===== src/rtl/decoder_scan_ctrl_pkg.sv =====
// decoder_scan_ctrl_pkg: shared state encoding and width helpers for the decoder scan sequencer
package decoder_scan_ctrl_pkg;

    typedef enum logic [1:0] {
        ST_IDLE   = 2'd0,
        ST_ACTIVE = 2'd1,
        ST_BLANK  = 2'd2
    } state_t;

    function automatic int sel_w(input int n_ch);
        return (n_ch <= 2) ? 1 : $clog2(n_ch);
    endfunction

    function automatic int cnt_w(input int dwell, input int blank);
        return $clog2((dwell > blank) ? dwell : blank) + 1;
    endfunction

endpackage


===== src/rtl/decoder_scan_ctrl_if.sv =====
// decoder_scan_ctrl_if: control inputs and decoder-facing outputs of the scan sequencer
interface decoder_scan_ctrl_if #(
    parameter int SEL_W = 1
);
    logic             start;
    logic             stop;
    logic             continuous;
    logic [SEL_W-1:0] sel;
    logic             enable;
    logic             busy;
    logic             done;

    modport master (output start, stop, continuous, input sel, enable, busy, done);
    modport slave  (input start, stop, continuous, output sel, enable, busy, done);
endinterface


===== src/rtl/decoder_scan_ctrl.sv =====
// decoder_scan_ctrl: steps a 1-of-N decoder select through its channels with dwell and blanking
module decoder_scan_ctrl
    import decoder_scan_ctrl_pkg::*;
#(
    parameter int N_CH  = 2,
    parameter int SEL_W = sel_w(N_CH),
    parameter int DWELL = 4,
    parameter int BLANK = 1
) (
    input logic clk,
    input logic reset_n,
    decoder_scan_ctrl_if.slave bus
);
    localparam int CNT_W = cnt_w(DWELL, BLANK);
    localparam logic [SEL_W-1:0] LAST_SEL  = SEL_W'(N_CH - 1);
    localparam logic [CNT_W-1:0] DWELL_END = CNT_W'(DWELL - 1);
    localparam logic [CNT_W-1:0] BLANK_END = CNT_W'((BLANK > 0) ? BLANK - 1 : 0);

    if (N_CH < 2 || DWELL < 1 || BLANK < 0 || SEL_W < sel_w(N_CH)) begin : g_bad_params
        $error("decoder_scan_ctrl: illegal parameters N_CH=%0d DWELL=%0d BLANK=%0d SEL_W=%0d",
               N_CH, DWELL, BLANK, SEL_W);
    end

    state_t           state, state_nx;
    logic [CNT_W-1:0] cnt, cnt_nx;
    logic [SEL_W-1:0] sel_reg, sel_nx;
    logic             mode, mode_nx;
    logic             done_nx;
    logic             enable_reg, busy_reg, done_reg;

    // next-state logic; stop overrides everything, the last channel of a single-shot scan ends it
    always_comb begin
        state_nx = state;
        cnt_nx   = cnt;
        sel_nx   = sel_reg;
        mode_nx  = mode;
        done_nx  = 1'b0;
        if (bus.stop) begin
            state_nx = ST_IDLE;
            cnt_nx   = '0;
            sel_nx   = '0;
        end else begin
            case (state)
                ST_IDLE: begin
                    if (bus.start) begin
                        state_nx = ST_ACTIVE;
                        mode_nx  = bus.continuous;
                        cnt_nx   = '0;
                        sel_nx   = '0;
                    end
                end
                ST_ACTIVE: begin
                    if (cnt == DWELL_END) begin
                        cnt_nx = '0;
                        if (sel_reg == LAST_SEL && !mode) begin
                            state_nx = ST_IDLE;
                            sel_nx   = '0;
                            done_nx  = 1'b1;
                        end else begin
                            sel_nx   = (sel_reg == LAST_SEL) ? '0 : sel_reg + SEL_W'(1);
                            state_nx = (BLANK > 0) ? ST_BLANK : ST_ACTIVE;
                        end
                    end else begin
                        cnt_nx = cnt + CNT_W'(1);
                    end
                end
                ST_BLANK: begin
                    state_nx = (cnt == BLANK_END) ? ST_ACTIVE : ST_BLANK;
                    cnt_nx   = (cnt == BLANK_END) ? '0 : cnt + CNT_W'(1);
                end
                default: begin
                    state_nx = ST_IDLE;
                    cnt_nx   = '0;
                    sel_nx   = '0;
                end
            endcase
        end
    end

    // state and output registers; outputs are decoded from the next state so they come straight off flops
    always_ff @(posedge clk or negedge reset_n) begin
        if (!reset_n) begin
            state      <= ST_IDLE;
            cnt        <= '0;
            sel_reg    <= '0;
            mode       <= 1'b0;
            enable_reg <= 1'b0;
            busy_reg   <= 1'b0;
            done_reg   <= 1'b0;
        end else begin
            state      <= state_nx;
            cnt        <= cnt_nx;
            sel_reg    <= sel_nx;
            mode       <= mode_nx;
            enable_reg <= (state_nx == ST_ACTIVE);
            busy_reg   <= (state_nx != ST_IDLE);
            done_reg   <= done_nx;
        end
    end

    assign bus.sel    = sel_reg;
    assign bus.enable = enable_reg;
    assign bus.busy   = busy_reg;
    assign bus.done   = done_reg;
endmodule


===== src/flat_wrapper.sv =====
// flat-port wrapper written by rule: the top's interface ports become plain ports
module decoder_scan_ctrl_flat import decoder_scan_ctrl_pkg::*;
#(
    parameter int N_CH  = 2,
    parameter int SEL_W = sel_w(N_CH),
    parameter int DWELL = 4,
    parameter int BLANK = 1
)
  (clk, reset_n, bus_start, bus_stop, bus_continuous, bus_sel, bus_enable, bus_busy, bus_done);
  decoder_scan_ctrl_if #(.SEL_W(SEL_W)) bus_i ();
  input logic clk;
  input logic reset_n;
  input wire logic [$bits(bus_i.start)-1:0] bus_start;
  input wire logic [$bits(bus_i.stop)-1:0] bus_stop;
  input wire logic [$bits(bus_i.continuous)-1:0] bus_continuous;
  output wire logic [$bits(bus_i.sel)-1:0] bus_sel;
  output wire logic [$bits(bus_i.enable)-1:0] bus_enable;
  output wire logic [$bits(bus_i.busy)-1:0] bus_busy;
  output wire logic [$bits(bus_i.done)-1:0] bus_done;
  assign bus_i.start = bus_start;
  assign bus_i.stop = bus_stop;
  assign bus_i.continuous = bus_continuous;
  assign bus_sel = bus_i.sel;
  assign bus_enable = bus_i.enable;
  assign bus_busy = bus_i.busy;
  assign bus_done = bus_i.done;
  decoder_scan_ctrl #(.N_CH(N_CH), .SEL_W(SEL_W), .DWELL(DWELL), .BLANK(BLANK)) u_core (.clk(clk), .reset_n(reset_n), .bus(bus_i));
endmodule

===== config.mk =====
export PLATFORM = sky130hd
export DESIGN_NAME = decoder_scan_ctrl_flat
export DESIGN_NICKNAME = d
export VERILOG_FILES = /design/src/rtl/decoder_scan_ctrl_pkg.sv /design/src/rtl/decoder_scan_ctrl_if.sv /design/src/rtl/decoder_scan_ctrl.sv /design/src/flat_wrapper.sv
export SDC_FILE = /design/constraint.sdc
export NUM_CORES = 1
export LEC_CHECK = 0
export BUFFER_PORTS_ARGS = -buffer_cell sky130_fd_sc_hd__clkbuf_2
export CORE_MARGIN = 2
export CORE_UTILIZATION = 40
export DETAILED_ROUTE_END_ITERATION = 10
export GPL_ROUTABILITY_DRIVEN = 1
export PLACE_DENSITY = 0.55
export RECOVER_POWER = 100
export SLEW_MARGIN = 20
export SYNTH_ARGS = -nofsm -noshare
export SYNTH_HDL_FRONTEND = slang
export SYNTH_SLANG_ARGS = --single-unit

===== constraint.sdc =====
create_clock -name clk -period 1.91 [get_ports clk]
set_input_delay 0.191 -clock clk [delete_from_list [all_inputs] [get_ports clk]]
set_output_delay 0.191 -clock clk [all_outputs]
set_load 0.02 [all_outputs]

### Word-level counts from Yosys, hierarchy flattened

Index checks and enable logic that the tools add are counted.

* $lt $le $gt $ge: 0
* multiply operators: 0
* muxes and demuxes: 21
* $add $sub $neg: 2
* shift-type cells: 0
* reductions and logical operators: 7
* equality and inequality tests: 7
* bitwise logic cells: 1
* divide/modulo/power cells: 0

Operators with widths (number)
* two-way mux 3 bit: 4
* two-way mux 2 bit: 5
* two-way mux 1 bit: 9
* case mux 3 bit (3 select lines): 1
* case mux 2 bit (3 select lines): 1
* AND reduction 3 bit: 2
* equality test 2 x 1 -> 1 bit (second input constant): 2
* adder 3 x 1 -> 3 bit (second input constant): 1
* equality test 3 x 2 -> 1 bit (second input constant): 1
* logical NOT 3 bit: 1
* != test 3 x 2 -> 1 bit (second input constant): 1
* != test 3 bit (second input constant): 1
* case mux 1 bit (3 select lines): 1
* equality test 2 bit (second input constant): 1
* logical NOT 2 bit: 1
* != test 2 bit (second input constant): 1
* nonzero test 2 bit: 1
* adder 1 bit (second input constant): 1
* logical AND 1 bit: 1
* logical NOT 1 bit: 1
* NOT 1 bit: 1

* register bits after elaboration: 10
* logic and storage cells: 45
* bits in latches: 0
* memory bits (writable): 0
* memories kept: 0
* ROM bits: 0
* input bits: 5

### Longest topological paths before layout

Gate-level depths: netlist of run 1.

* depth after elaboration: 7
* depth in mapped cells: 7
* gate-level depth less buffers: 7

### Least setup slack after synthesis of run 1

OpenSTA, ideal clock, no wires.

* kind: reg-to-reg
* start: register u_core.state[1]
* end: register u_core.sel_reg (netlist: u_core.bus.sel)
* clock period less this slack: 1.587 ns
* required time: 1.828 ns
* stages on the path, launching flop included: 7
* arrival time: 1.505 ns
* slack: 0.323 ns
* cells stage by stage: dfrtp_1 inv_1 ha_1 nor2b_4 buf_6 or4_1 a31oi_1

* word-level cells in the longest chain between the ends: 3
* elaborated cells on any way between the ends: 9

RTL lines
* start, declared: line decoder_scan_ctrl.sv:24 `state_t state, state_nx;`
* start signal, assigned: line decoder_scan_ctrl.sv:91 `state <= state_nx;`
* equality test 2 x 1 -> 1 bit (tied with other cells): line decoder_scan_ctrl.sv:43 `case (state)`
* != test 3 x 2 -> 1 bit (no line) (tied with other cells)
* AND reduction 3 bit (no line) or two-way mux 1 bit (tied branches)
* end signal, assigned: line decoder_scan_ctrl.sv:93 `sel_reg <= sel_nx;`
* end, declared: line decoder_scan_ctrl.sv:26 `logic [SEL_W-1:0] sel_reg, sel_nx;`

Parallel ways exist; a longest one is shown, timed or not.
A chain may end at the register's enable or synchronous reset.

### Worst setup path in the final report of run 1

* start: register u_core.state[0]
* end: register u_core.sel_reg (netlist: u_core.bus.sel)

The elaborated chain is that of the path after synthesis.

==> metrics.txt, run 1 <==
clock latency on the worst-skew pair ~260 ps; Ports 9; Post-synth EDFFs 0; Critical Path RT about 2100 ps; Max Slew Vio Count 0; Critical R2R Capture u_core.bus.sel; GR Overflow Total 0; max reg flops 3; post-synthesis async set-or-reset flop share 100%; top post-synthesis cells by area dfrtp_1 (39%), ha_1 (18%), inv_1 (5.3%); Total Wirelength roughly 1200 microns; Setup Skew 2.70 ps; synthesized cell area between 600 and 700 sq um; hold slack about 160 ps; final critical-path required period between 1500 and 2000 ps; gpl congestion a little under 0.8; Util after Layout 48.2%; initial antenna violation count 0; Core ar. between 1500 and 2000 sq um; critical path type reg2reg; critical path fanouts, max 9; final non-filler cell total around 90; Max Cap Viol 0; most numerous cell in the Yosys netlist dfrtp_1; DR vias/cell a little over 5; DP Cell Count 87; crit-path cells inv_1 -> ha_1 -> nor2b_2 -> or4_1 -> a31oi_1; clk slew on worst S/H paths ~70 ps; row cnt 14; Crit-path slowest cell or4_1; ANT nets after route 0; fmax 591 MHz; Arrival @ worst endpoint 1880 ps; first-pass GRT wire length around 2100 microns; Tot Pwr 0.000478 W; vias in the first global route ~470; clk root buf clkbuf_4; n_diodes 0; VDD IR max 0.384 mV; Inserted Clock Buffers 3; final worst path period share between 80% and 90%; GR Util met2 between 20% and 30%; Top Registers u_core.cnt: 3 flops, u_core.state: 2 flops; Die ar. just under 2000 sq um; Ys Warns 0; RSZ-0062 raised after global routing false; crit-path max cell delay 470 ps; cts repair resizes 0; Min-Delay Endpoint u_core.mode; Reg with most FFs u_core.cnt; Syn-to-layout area delta 13.7%; Leak Pwr 0.311 nW; grt met3 use between 7 and 8%; Most Crowded Layer GR met2; top_reg_cell synth dfrtp_1; DR pass1 iterations 4; Initial Util a little over two fifths; hold path start bus_continuous; gr usage total approximately 15%; DRC errors left 0; met1 GRT Util between 10% and 20%; Seq/Total Area, Yosys 39.2%; max_slew headroom a little over three fifths; Worst Tran Pin Value roughly 550 ps; Die H roughly 44 microns; pwr/cell area 659 nW/um^2; synthesis-stage register bit count 10; synth unique cells 24; post-synth top area share about two fifths; worst min-delay path class in2reg; Sum Neg Setup Slack 0 ps; endpoints failing hold 0; Num Clock Sinks 10; worst hold stages 2; layout cell share with drive strength beyond 1 roughly 16%; final-layout fill cell count approximately 150; nets 91; vias between 400 and 500; top cell type by total area after synthesis dfrtp_1; # H-tree levels 1; Die Wd 43.9 microns; Max clock buf depth 2; IO Port Bufs 8; largest net degree at the start of global routing 13; Post-Syn Nets 78; RR Startpoint u_core.state[0]; CP startpoint kind flop; run status complete, no violations; Crit. End Element flop; R2R Setup Slk 220 ps; gate count after technology mapping 64; CTS tree built; Commonest cells post-synth dfrtp_1 (10), ha_1 (9), inv_1 (9); number of setup violations in the final report 0; hpwl dp 904 microns; WL/cell approximately 13 microns; Avg Inst Size Synth ~10 sq um; Iter 0 DRT Violations 24; R2R cell count 5
[kinds of logic (layout without fill, tap and decap cells)]
| group | Yosys count | after routing | share of synthesized area, % |
|---|---|---|---|
| fa+ha+maj | 9 | 9 | 17.6 |
| compound gates | 12 | 12 | 13.1 |
| buf+inv | 11 | 23 | 7.65 |
| mux | 1 | 1 | 1.76 |
| flops | 10 | 10 | 39.2 |
| simple gates | 21 | 21 | 20.6 |
[worst max-delay path: cells and delay by family (launching register included)]
family	cells	cell delay (ps)
simple gates	2	690
flops	1	420
fa+ha+maj	1	240
compound gates	1	170
buf+inv	1	90
[what timing repair did]
action / in CTS / in global routing
buffers inserted: 0 / 0
setup endpoints to repair: 0 / 0
endpoints found under the hold margin: 10 / 0
hold buffers: 1 / 0
[per-layer routing]
layer	share of wire (%)	up-vias
met5	0	-
met4	0	0
met3	6.2	0
met2	45	12
met1	49	219
li1	-	247
[how the worst max path moves through the flow]
stage / start / endpoint
after global routing: u_core.cnt[0] / u_core.bus.enable
after detailed placement: u_core.cnt[0] / u_core.bus.enable
after CTS: u_core.cnt[0] / u_core.bus.enable
after floorplan: u_core.state[1] / u_core.bus.sel
after global placement: u_core.cnt[0] / u_core.bus.enable
final: u_core.state[0] / u_core.bus.sel
[placed cells by master (no fill, tap or decap), types with 3 or more instances in the layout]
cell / Yosys / final
clkbuf_4: 0 / 3
clkbuf_2: 0 / 3
ha_1: 9 / 9
clkbuf_1: 1 / 5
inv_1: 9 / 9
dfrtp_1: 10 / 10
nand3b_1: 4 / 4
nand2_1: 5 / 5
o21ai_0: 4 / 4
[report_power, final]
part           total [W]  switching (W)  leakage [nW]  internal, W
clock           0.000189      0.0000731        0.0210     0.000116
combinational  0.0000593      0.0000361         0.156    0.0000232
sequential      0.000230     0.00000802         0.134     0.000222
[through the flow]
stage / area (sq um) / setup WS [ps]
after floorplan: 638 / 323
after global placement: 691 / 197
after detailed placement: 691 / 222
after CTS: 737 / 207
after global routing: 726 / 80.8
final: 726 / 218
[layout make-up]
type | instances | area, sq um | share of cell area (%)
Timing Repair Buffer | 10 | 51.3 | 7.07
Inverter | 9 | 33.8 | 4.66
Tap cell | 16 | 20.0 | 2.76
Sequential cell | 10 | 250 | 34.5
Multi-Input combinational cell | 43 | 334 | 46.0
Clock buffer | 4 | 36.3 | 5.00
Power figures use the tool's default switching activity.
==> run 2, diff against run 1 <==
--- a/config.mk
+++ b/config.mk
@@ -8,10 +8,13 @@
 export BUFFER_PORTS_ARGS = -buffer_cell sky130_fd_sc_hd__clkbuf_2
 export CORE_MARGIN = 2
 export CORE_UTILIZATION = 40
+export CTS_BUF_LIST = sky130_fd_sc_hd__clkbuf_8
+export CTS_CLUSTER_SIZE = 24
 export DETAILED_ROUTE_END_ITERATION = 10
 export GPL_ROUTABILITY_DRIVEN = 1
 export PLACE_DENSITY = 0.55
 export RECOVER_POWER = 100
+export REMOVE_ABC_BUFFERS = 1
 export SLEW_MARGIN = 20
 export SYNTH_ARGS = -nofsm -noshare
 export SYNTH_HDL_FRONTEND = slang
==> run 2 against run 1 <==
  * Sequential power barely moved
  * Combinational power rose by 3%
  * Largest cell class unchanged
  * Wire length rose by 1.9%
  * Clock power rose by 14%
  * Final cell count fell by 1.1%
  * Maximum frequency fell by 3.0%
  * Final area rose by 1.6%
  * Critical endpoint is now u_core.bus.busy
  * Count of clock-buffer cells in the layout fell by 1
  * Power rose by 5.9%
==> metrics.txt, run 2 (synthesis gave the netlist of run 1 again) <==
run status complete, no violations (unchanged); R2R cell count 6 (was 5); Num Clock Sinks 10 (unchanged); commonest non-fill, non-tap cell in the layout dfrtp_1 (unchanged); endpoints failing hold 0 (unchanged); Total Wirelength 1190 microns (was 1170 microns); Max Slew Vio Count 0 (unchanged); final critical-path required period 1740 ps (was 1690 ps); Die Wd 43.9 microns (unchanged); clock latency on the worst-skew pair 230 ps (was 260 ps); Initial Util 42.4% (unchanged); most frequent cells in the layout dfrtp_1 (10), inv_1 (9), ha_1 (9), nand2_1 (5), clkbuf_1 (5) (unchanged); DR pass1 iterations 4 (unchanged); DRC errors left 0 (unchanged); clk root buf clkbuf_8 (was clkbuf_4); nets 91 (unchanged); pwr/cell area 687 nW/um^2 (was 659 nW/um^2); GR Overflow Total 0 (unchanged); Syn-to-layout area delta 15.5% (was 13.7%); Leak Pwr 0.314 nW (was 0.311 nW); gpl congestion 0.752 (was 0.794); critical path fanouts, max 4 (was 9); # H-tree levels 1 (unchanged); vias 479 (was 478); Worst Tran Pin Value 560 ps (was 551 ps); ANT nets after route 0 (unchanged); R2R Setup Slk 170 ps (was 220 ps); largest net degree at the start of global routing 13 (unchanged); Core ar. 1510 sq um (unchanged); number of setup violations in the final report 0 (unchanged); Die H 43.9 microns (unchanged); IO Port Bufs 8 (unchanged); Iter 0 DRT Violations 6 (was 24); Arrival @ worst endpoint 1820 ps (was 1880 ps); worst hold stages 2 (unchanged); layout cell share with drive strength beyond 1 16.0% (was 15.8%); Max clock buf depth 2 (unchanged); first-pass GRT wire length 2160 microns (was 2060 microns); Sum Neg Setup Slack 0 ps (unchanged); max_slew headroom 62.7% (was 63.3%); final worst path period share 91.3% (was 88.6%); clk slew on worst S/H paths 50 ps (was 70 ps); DP Area 691 sq um (unchanged); Final Instance Area 737 sq um (was 726 sq um); Critical R2R Capture u_core.bus.busy (was u_core.bus.sel); Min-Delay Endpoint u_core.mode (unchanged); n_diodes 0 (unchanged); DP Cell Count 87 (unchanged); fmax 573 MHz (was 591 MHz); Top Registers u_core.cnt: 3 flops, u_core.state: 2 flops (unchanged); Critical Path RT 1990 ps (was 2100 ps); CTS tree built (unchanged); final non-filler cell total 91 (was 92); Inserted Clock Buffers 3 (unchanged); hold path start bus_continuous (unchanged); RSZ-0062 raised after global routing false (unchanged); row cnt 14 (unchanged); DR vias/cell 5.26 (was 5.20); Ports 9 (unchanged); vias in the first global route 463 (was 468); Reg with most FFs u_core.cnt (unchanged); CP startpoint kind flop (unchanged); WL/cell 13.1 microns (was 12.7 microns); Crit. End Element flop (unchanged); critical path type reg2reg (unchanged); Die ar. 1930 sq um (unchanged); Critical Path Start u_core.cnt[0] (was u_core.state[0]); max reg flops 3 (unchanged); Setup Skew 4.70 ps (was 2.70 ps); VDD IR max 0.387 mV (was 0.384 mV); initial antenna violation count 0 (unchanged); worst min-delay path class in2reg (unchanged); hpwl dp 872 microns (was 904 microns); Max Cap Viol 0 (unchanged); Placement Setup Slack 142 ps (was 222 ps); setup slack after layout 166 ps (was 218 ps); gr usage total 16.0% (was 15.1%); RR Startpoint u_core.cnt[0] (was u_core.state[0])
==> run 2: worst max-delay path by stage <==
stage / end / slack (ps)
finish: u_core.bus.busy / 170
global route: u_core.bus.busy / 50
CTS: u_core.bus.enable / 130
detailed placement: u_core.bus.enable / 140
global placement: u_core.bus.enable / 140
floorplan: u_core.bus.enable / 380
==> run 2: final cells by class <==
cell class,instances,area (sq um)
Clock buffer,3,41.3
Fill cell,153,769
Inverter,9,33.8
Multi-Input combinational cell,43,340
Sequential cell,10,250
Tap cell,16,20.0
Timing Repair Buffer,10,51.3
==> run 2: timing repair <==
item / in CTS / in global routing
buffers inserted: 0 / 0
hold buffers: 1 / 0
gates resized for setup: 0 / 1
endpoints found under the hold margin: 10 / 0
setup endpoints to repair: 0 / 1
==> run 2: metrics by stage <==
stage	total power [W]	hold slack (ps)	util, %
final	0.000506	197	48.9
after detailed placement	0.000294	78.0	45.8
after floorplan	0.000270	-105	-
after global placement	0.000295	78.5	45.8
after CTS	0.000516	196	49.3
after global routing	0.000539	197	48.9
==> run 2: power by group <==
group | switching (W) | total (W) | internal (W)
registers | 0.00000655 | 0.000229 | 0.000223
logic | 0.0000371 | 0.0000612 | 0.0000240
clock network | 0.0000780 | 0.000216 | 0.000138
==> run 2: routing by layer <==
metal  up-vias  GRT usage (%)  wire [microns]
met5         -              0               0
met4         0           9.09               8
met3         2           5.00              45
met2         8           19.7             514
met1       224           24.1             623
li1        245              -               -
==> run 2: worst max-delay path: stages (launching register included) <==
cell and delay [ps]:
dfrtp_1 390, ha_1 210, ha_1 150, nand2b_1 130, nand2b_1 70, a222oi_1 480, a211oi_1 160
